File: src/rtl/sw_pkg.sv
// Shared constants and encodings for the Smith-Waterman feeder and the aligner it drives.
package sw_pkg;

   localparam int DEF_LEN_REF         = 64;
   localparam int DEF_LEN_QUERY       = 48;
   localparam int DEF_WIDTH_SCORE     = 8;
   localparam int DEF_WIDTH_POS_REF   = 7;
   localparam int DEF_WIDTH_POS_QUERY = 6;
   localparam int DEF_TIMEOUT         = 255;

   typedef enum logic [1:0] {
      BASE_A = 2'd0,
      BASE_C = 2'd1,
      BASE_G = 2'd2,
      BASE_T = 2'd3
   } base_t;

   typedef enum logic [1:0] {
      ST_IDLE   = 2'd0,
      ST_STREAM = 2'd1,
      ST_WAIT   = 2'd2,
      ST_DONE   = 2'd3
   } state_t;

endpackage

File: src/rtl/sw_feeder_if.sv
// Feeder-to-aligner link: base stream out, completion strobe and result back.
interface sw_feeder_if import sw_pkg::*; #(
   parameter int WIDTH_SCORE     = DEF_WIDTH_SCORE,
   parameter int WIDTH_POS_REF   = DEF_WIDTH_POS_REF,
   parameter int WIDTH_POS_QUERY = DEF_WIDTH_POS_QUERY
);

   // sw_valid marks one base pair per cycle with no backpressure; sw_finish is a
   // one-cycle strobe and sw_max/sw_pos_* are only meaningful in that same cycle.
   logic                       sw_valid;
   logic [1:0]                 sw_data_ref;
   logic [1:0]                 sw_data_query;
   logic                       sw_finish;
   logic [WIDTH_SCORE-1:0]     sw_max;
   logic [WIDTH_POS_REF-1:0]   sw_pos_ref;
   logic [WIDTH_POS_QUERY-1:0] sw_pos_query;

   modport master (
      output sw_valid, sw_data_ref, sw_data_query,
      input  sw_finish, sw_max, sw_pos_ref, sw_pos_query
   );

   modport slave (
      input  sw_valid, sw_data_ref, sw_data_query,
      output sw_finish, sw_max, sw_pos_ref, sw_pos_query
   );

endinterface

File: src/rtl/sw_feeder.sv
// Buffers host-written reference/query bases, streams them to the aligner and
// captures its result (or a timeout) for the host.
module sw_feeder import sw_pkg::*; #(
   parameter int LEN_REF         = DEF_LEN_REF,
   parameter int LEN_QUERY       = DEF_LEN_QUERY,
   parameter int WIDTH_SCORE     = DEF_WIDTH_SCORE,
   parameter int WIDTH_POS_REF   = DEF_WIDTH_POS_REF,
   parameter int WIDTH_POS_QUERY = DEF_WIDTH_POS_QUERY,
   parameter int TIMEOUT         = DEF_TIMEOUT
) (
   input  logic                       clk,
   input  logic                       reset,
   input  logic                       wr_en,
   input  logic                       wr_sel,
   input  logic [6:0]                 wr_addr,
   input  logic [1:0]                 wr_data,
   input  logic                       start,
   output logic                       busy,
   output logic                       done,
   output logic                       timeout,
   output logic [WIDTH_SCORE-1:0]     res_max,
   output logic [WIDTH_POS_REF-1:0]   res_pos_ref,
   output logic [WIDTH_POS_QUERY-1:0] res_pos_query,
   output state_t                     state,
   sw_feeder_if.master                sw
);

   localparam int RW = $clog2(LEN_REF);
   localparam int QW = $clog2(LEN_QUERY);
   localparam int CW = $clog2(TIMEOUT + 1);

   logic [1:0]    ref_buf   [LEN_REF];
   logic [1:0]    query_buf [LEN_QUERY];
   logic [RW-1:0] beat;
   logic [RW-1:0] beat_nxt;
   logic [CW-1:0] wait_cnt;

   logic          wr_ref;
   logic          wr_query;
   logic [1:0]    first_ref;
   logic [1:0]    first_query;
   logic [1:0]    next_ref;
   logic [1:0]    next_query;

   always_comb begin
      wr_ref      = wr_en && !busy && !wr_sel && (32'(wr_addr) < LEN_REF);
      wr_query    = wr_en && !busy &&  wr_sel && (32'(wr_addr) < LEN_QUERY);
      // A write landing on index 0 in the start cycle must appear on beat 0.
      first_ref   = (wr_ref && (wr_addr[RW-1:0] == '0)) ? wr_data : ref_buf[0];
      first_query = (wr_query && (wr_addr[QW-1:0] == '0)) ? wr_data : query_buf[0];
      beat_nxt    = beat + 1'b1;
      next_ref    = ref_buf[beat_nxt];
      next_query  = (32'(beat_nxt) < LEN_QUERY) ? query_buf[beat_nxt[QW-1:0]] : 2'b00;
   end

   always_ff @(posedge clk) begin
      if (reset) begin
         state            <= ST_IDLE;
         beat             <= '0;
         wait_cnt         <= '0;
         busy             <= 1'b0;
         done             <= 1'b0;
         timeout          <= 1'b0;
         res_max          <= '0;
         res_pos_ref      <= '0;
         res_pos_query    <= '0;
         sw.sw_valid      <= 1'b0;
         sw.sw_data_ref   <= 2'b00;
         sw.sw_data_query <= 2'b00;
         for (int i = 0; i < LEN_REF; i++) ref_buf[i] <= 2'b00;
         for (int i = 0; i < LEN_QUERY; i++) query_buf[i] <= 2'b00;
      end else begin
         if (wr_ref) ref_buf[wr_addr[RW-1:0]] <= wr_data;
         if (wr_query) query_buf[wr_addr[QW-1:0]] <= wr_data;
         done <= 1'b0;

         case (state)
            ST_IDLE: begin
               if (start) begin
                  state            <= ST_STREAM;
                  busy             <= 1'b1;
                  timeout          <= 1'b0;
                  res_max          <= '0;
                  res_pos_ref      <= '0;
                  res_pos_query    <= '0;
                  beat             <= '0;
                  sw.sw_valid      <= 1'b1;
                  sw.sw_data_ref   <= first_ref;
                  sw.sw_data_query <= first_query;
               end
            end

            ST_STREAM: begin
               if (32'(beat) == LEN_REF - 1) begin
                  state            <= ST_WAIT;
                  wait_cnt         <= '0;
                  sw.sw_valid      <= 1'b0;
                  sw.sw_data_ref   <= 2'b00;
                  sw.sw_data_query <= 2'b00;
               end else begin
                  beat             <= beat_nxt;
                  sw.sw_data_ref   <= next_ref;
                  sw.sw_data_query <= next_query;
               end
            end

            ST_WAIT: begin
               // Finish takes priority over a timeout expiring in the same cycle.
               if (sw.sw_finish) begin
                  state         <= ST_DONE;
                  busy          <= 1'b0;
                  done          <= 1'b1;
                  res_max       <= sw.sw_max;
                  res_pos_ref   <= sw.sw_pos_ref;
                  res_pos_query <= sw.sw_pos_query;
               end else if (32'(wait_cnt) == TIMEOUT - 1) begin
                  state   <= ST_DONE;
                  busy    <= 1'b0;
                  done    <= 1'b1;
                  timeout <= 1'b1;
               end else begin
                  wait_cnt <= wait_cnt + 1'b1;
               end
            end

            ST_DONE: state <= ST_IDLE;

            default: state <= ST_IDLE;
         endcase
      end
   end

endmodule

File: src/flat_wrapper.sv
// flat-port wrapper written by rule: the top's interface ports become plain ports
module sw_feeder_flat import sw_pkg::*;
#(
   parameter int LEN_REF         = DEF_LEN_REF,
   parameter int LEN_QUERY       = DEF_LEN_QUERY,
   parameter int WIDTH_SCORE     = DEF_WIDTH_SCORE,
   parameter int WIDTH_POS_REF   = DEF_WIDTH_POS_REF,
   parameter int WIDTH_POS_QUERY = DEF_WIDTH_POS_QUERY,
   parameter int TIMEOUT         = DEF_TIMEOUT
)
  (clk, reset, wr_en, wr_sel, wr_addr, wr_data, start, busy, done, timeout, res_max, res_pos_ref, res_pos_query, state, sw_sw_valid, sw_sw_data_ref, sw_sw_data_query, sw_sw_finish, sw_sw_max, sw_sw_pos_ref, sw_sw_pos_query);
  sw_feeder_if #(.WIDTH_SCORE(WIDTH_SCORE), .WIDTH_POS_REF(WIDTH_POS_REF), .WIDTH_POS_QUERY(WIDTH_POS_QUERY)) sw_i ();
  input  logic clk;
  input  logic reset;
  input  logic wr_en;
  input  logic wr_sel;
  input  logic [6:0] wr_addr;
  input  logic [1:0] wr_data;
  input  logic start;
  output logic busy;
  output logic done;
  output logic timeout;
  output logic [WIDTH_SCORE-1:0] res_max;
  output logic [WIDTH_POS_REF-1:0] res_pos_ref;
  output logic [WIDTH_POS_QUERY-1:0] res_pos_query;
  output state_t state;
  output wire logic [$bits(sw_i.sw_valid)-1:0] sw_sw_valid;
  output wire logic [$bits(sw_i.sw_data_ref)-1:0] sw_sw_data_ref;
  output wire logic [$bits(sw_i.sw_data_query)-1:0] sw_sw_data_query;
  input wire logic [$bits(sw_i.sw_finish)-1:0] sw_sw_finish;
  input wire logic [$bits(sw_i.sw_max)-1:0] sw_sw_max;
  input wire logic [$bits(sw_i.sw_pos_ref)-1:0] sw_sw_pos_ref;
  input wire logic [$bits(sw_i.sw_pos_query)-1:0] sw_sw_pos_query;
  assign sw_sw_valid = sw_i.sw_valid;
  assign sw_sw_data_ref = sw_i.sw_data_ref;
  assign sw_sw_data_query = sw_i.sw_data_query;
  assign sw_i.sw_finish = sw_sw_finish;
  assign sw_i.sw_max = sw_sw_max;
  assign sw_i.sw_pos_ref = sw_sw_pos_ref;
  assign sw_i.sw_pos_query = sw_sw_pos_query;
  sw_feeder #(.LEN_REF(LEN_REF), .LEN_QUERY(LEN_QUERY), .WIDTH_SCORE(WIDTH_SCORE), .WIDTH_POS_REF(WIDTH_POS_REF), .WIDTH_POS_QUERY(WIDTH_POS_QUERY), .TIMEOUT(TIMEOUT)) u_core (.clk(clk), .reset(reset), .wr_en(wr_en), .wr_sel(wr_sel), .wr_addr(wr_addr), .wr_data(wr_data), .start(start), .busy(busy), .done(done), .timeout(timeout), .res_max(res_max), .res_pos_ref(res_pos_ref), .res_pos_query(res_pos_query), .state(state), .sw(sw_i));
endmodule
File: config.mk
export PLATFORM = sky130hd
export DESIGN_NAME = sw_feeder_flat
export DESIGN_NICKNAME = d
export VERILOG_FILES = /design/src/rtl/sw_pkg.sv /design/src/rtl/sw_feeder_if.sv /design/src/rtl/sw_feeder.sv /design/src/flat_wrapper.sv
export SDC_FILE = /design/constraint.sdc
export NUM_CORES = 1
export LEC_CHECK = 0
export CORE_MARGIN = 1.5
export CORE_UTILIZATION = 60
export DETAILED_ROUTE_END_ITERATION = 10
export MAX_ROUTING_LAYER = met4
export PLACE_DENSITY = 0.8
export RECOVER_POWER = 25
export SLEW_MARGIN = 15
export SYNTH_ARGS = -nofsm -noshare
export SYNTH_HDL_FRONTEND = slang
export SYNTH_SLANG_ARGS = --single-unit
File: constraint.sdc
create_clock -name clk -period 2.72 [get_ports clk]
set_input_delay 0.544 -clock clk [delete_from_list [all_inputs] [get_ports clk]]
set_output_delay 0.544 -clock clk [all_outputs]
set_load 0.02 [all_outputs]
==> out/qor.yml <==
clkLatencyLatePin_ns: 0.56
power_density_mw_per_mm2: 696
maxSlewViolCount: 0
worst-path-max-fanout: 48
antenna_found_initial: 0
worstSetupStartpoint: "u_core.beat[0]"
r2r_cells: 8
vias: 9375
cts_root_buf: "clkbuf_16"
synth_top_area_share_pct: 52.0
p_int_mw: 7.56
cts_buffer_depth: 3
setup_viol: 0
cp-start-kind: "flip-flop"
worstSetupEndpoint: "u_core.sw.sw_data_query[0]"
maxCapViolations: 0
hold_viol: 0
pwr-share-comb_pct: 20.7
syn_avg_cell_area_um2: 11.8
p_seq_share_pct: 45.6
syn_area_mm2: 0.0129
first_global_vias: 9190
hp-class: "flip-flop to flip-flop"
worstMarginPinSlew_ns: 1.08
fin_nets: 1206
avgViaCountPerCell: 6.43
cts_resized: 0
fin_cells: 1459
cts_tree: "built"
totalNegativeSetupSlack_ns: 0
path_clk_slew_ns: 0.06
hold_buffers: 0
seq_area_frac_synth_pct: 59.0
synthesis.nets: 1137
grt_setup_unrepaired: "false"
die-height_um: 150
synth_edf_count: 224
dp_cells: 1408
area_growth_syn_to_layout_pct: 15.6
nFillCells: 1434
synth_ff_type: "edfxtp_1"
final_layout_size_suffix_gt1_share_pct: 13.6
hold_path_depth: 2
synth_top_area_cell: "edfxtp_1"
ys_ff_latch: 269
placed_cell_area_mm2: 0.0142
r2r-end: "u_core.sw.sw_data_query[0]"
final_common_cell: "nor2_1"
dieArea_mm2: 0.0225
wl_um: 33700
initial_core_util_pct: 61.4
register_area_mm2: 0.00763
grt_max_degree: 98
fmax_mhz: 396
relSlewSlack_pct: 28.1
reg2reg_setup_slack_ns: 0.19
dp_hpwl_um: 22200
multi_input_area_mm2: 0.00484
yosysUniqueCellTypes: 47
status: "completed"
fin_crit_ns: 2.53
drtPass1Iterations: 6
r2r-start: "u_core.beat[0]"
cts_setup_buffers: 0
crit_type: "flip-flop to flip-flop"
hold_ws_ns: 0.476
numPortBuffers: 66
final_cell_mix: "284 x nor2_1, 224 x edfxtp_1, 112 x o21bai_1"
grt_usage_pct: 31.3
ys_warn_count: 0
yosys-top-cells-area: "edfxtp_1 52%, nor2_1 8.2%, mux4_2 7.5%"
grt_pass1_wl_um: 50600
holdCritStartpoint: "u_core.sw.sw_valid"
numCtsBuffers: 28
vdd_drop_max_mv: 0.590
clock-sinks: 269
skew_ns: 0.0196
post_drt_wl_per_cell_um: 23.1
io_pins: 67
drc: 0
drtIter0Drc: 1166
core-area_mm2: 0.0211
diodes: 0
finalWeightedCongestion: 0.888
endpoint_kind: "flip-flop"
htreeDepth: 1
leakagePower_nw: 4.94
rows: 53
die_x_um: 150
switching_share_pct: 27.3
crit_arrival_ns: 2.94
fin_area_mm2: 0.0150
grt.overflow.total: 0
async_flop_share_pct: 0
post-route-period-util_pct: 92.9
synth_cells: 1094
worstPathRequired_ns: 3.13
ant_nets: 0
p_sw_mw: 2.84
p_clk_share_pct: 33.8
[routing by layer]
layer  GRT usage [%]  vias to the layer above  part of all wire [%]
li1                -                     4125                     -
met1            40.7                     4538                    36
met2            49.7                      598                    48
met3            5.61                      114                    12
met4            11.7                        0                   3.9
met5               -                        -                     0
[power groups by stage]
stage | Sequential [mW] | Clock [mW] | Combinational [mW]
2_1_floorplan | 4.88 | 0 | 1.38
5_1_grt | 4.76 | 3.69 | 2.30
3_3_place_gp | 4.81 | 0 | 2.08
4_1_cts | 4.74 | 3.52 | 2.14
3_5_place_dp | 4.82 | 0 | 2.13
6_report | 4.74 | 3.51 | 2.15
[flip-flops by register name, summed over array words and instances, names as in the netlist]
| register | count |
|---|---|
| u_core.sw.sw_valid | 1 |
| u_core.sw.sw_data_query | 2 |
| u_core.beat | 6 |
| u_core.ref_buf | 128 |
| u_core.timeout | 1 |
| u_core.done | 1 |
| u_core.wait_cnt | 8 |
| u_core.sw.sw_data_ref | 2 |
| u_core.busy | 1 |
| u_core.res_pos_query | 6 |
| u_core.res_pos_ref | 7 |
| u_core.state | 2 |
| u_core.res_max | 8 |
| u_core.query_buf | 96 |
[area by class of cell]
class	instances	share of cell area, %
timing repair buffer	148	8.58
clock inverter	14	0.586
multi-input combinational	712	32.4
clock buffer	37	5.05
tap	275	2.30
sequential	269	51.0
inverter	4	0.100
[cells by family after synthesis]
kind of cell | after synthesis | synth area share, %
muxes | 71 | 11.2
xor gates and xnor gates | 10 | 0.677
DFF | 269 | 59.0
buffers and inverters | 113 | 3.78
AOI/OAI and AO/OA | 193 | 10.8
adders and majority gates | 7 | 0.677
and+or+nand+nor | 431 | 14.0
[worst max-delay path, cell delays in order (launching register included)]
cell	delay [ns]
dfxtp_4	0.36
buf_12	0.29
nand3_1	0.19
xor2_1	0.71
nand3_1	0.16
a21oi_1	0.30
a311oi_1	0.09
nor3_1	0.22
nor3_1	0.07
[per-stage QoR]
| stage | power (mW) | utilization, % | worst slack [ns] |
|---|---|---|---|
| 2_1_floorplan | 6.27 | - | 0.529 |
| 3_3_place_gp | 6.90 | 67.3 | 0.137 |
| 3_5_place_dp | 6.96 | 67.3 | 0.105 |
| 4_1_cts | 10.4 | 71.3 | 0.227 |
| 5_1_grt | 10.7 | 70.9 | 0.0308 |
| 6_report | 10.4 | 70.9 | 0.192 |
[how the worst min path moves through the flow]
stage,endpoint,slack (ns)
after floorplan,u_core.wait_cnt[7],0.46
after global placement,u_core.sw.sw_valid,0.46
after detailed placement,u_core.sw.sw_valid,0.47
after CTS,u_core.sw.sw_valid,0.48
after global routing,u_core.sw.sw_valid,0.51
final,u_core.sw.sw_valid,0.48
[cell usage after synthesis (all sizes together) (7+ instances only)]
| library cell | number |
|---|---|
| or3 | 7 |
| dfxtp | 45 |
| nor2 | 284 |
| nand3 | 18 |
| a22oi | 28 |
| o21ai | 11 |
| mux2i | 16 |
| o21bai | 112 |
| clkbuf | 79 |
| buf | 30 |
| edfxtp | 224 |
| ha | 7 |
| a21oi | 14 |
| nand2 | 63 |
| mux4 | 55 |
| nor3 | 12 |
| nand2b | 10 |
| nand4 | 10 |
(Power assumes the default switching activity.)
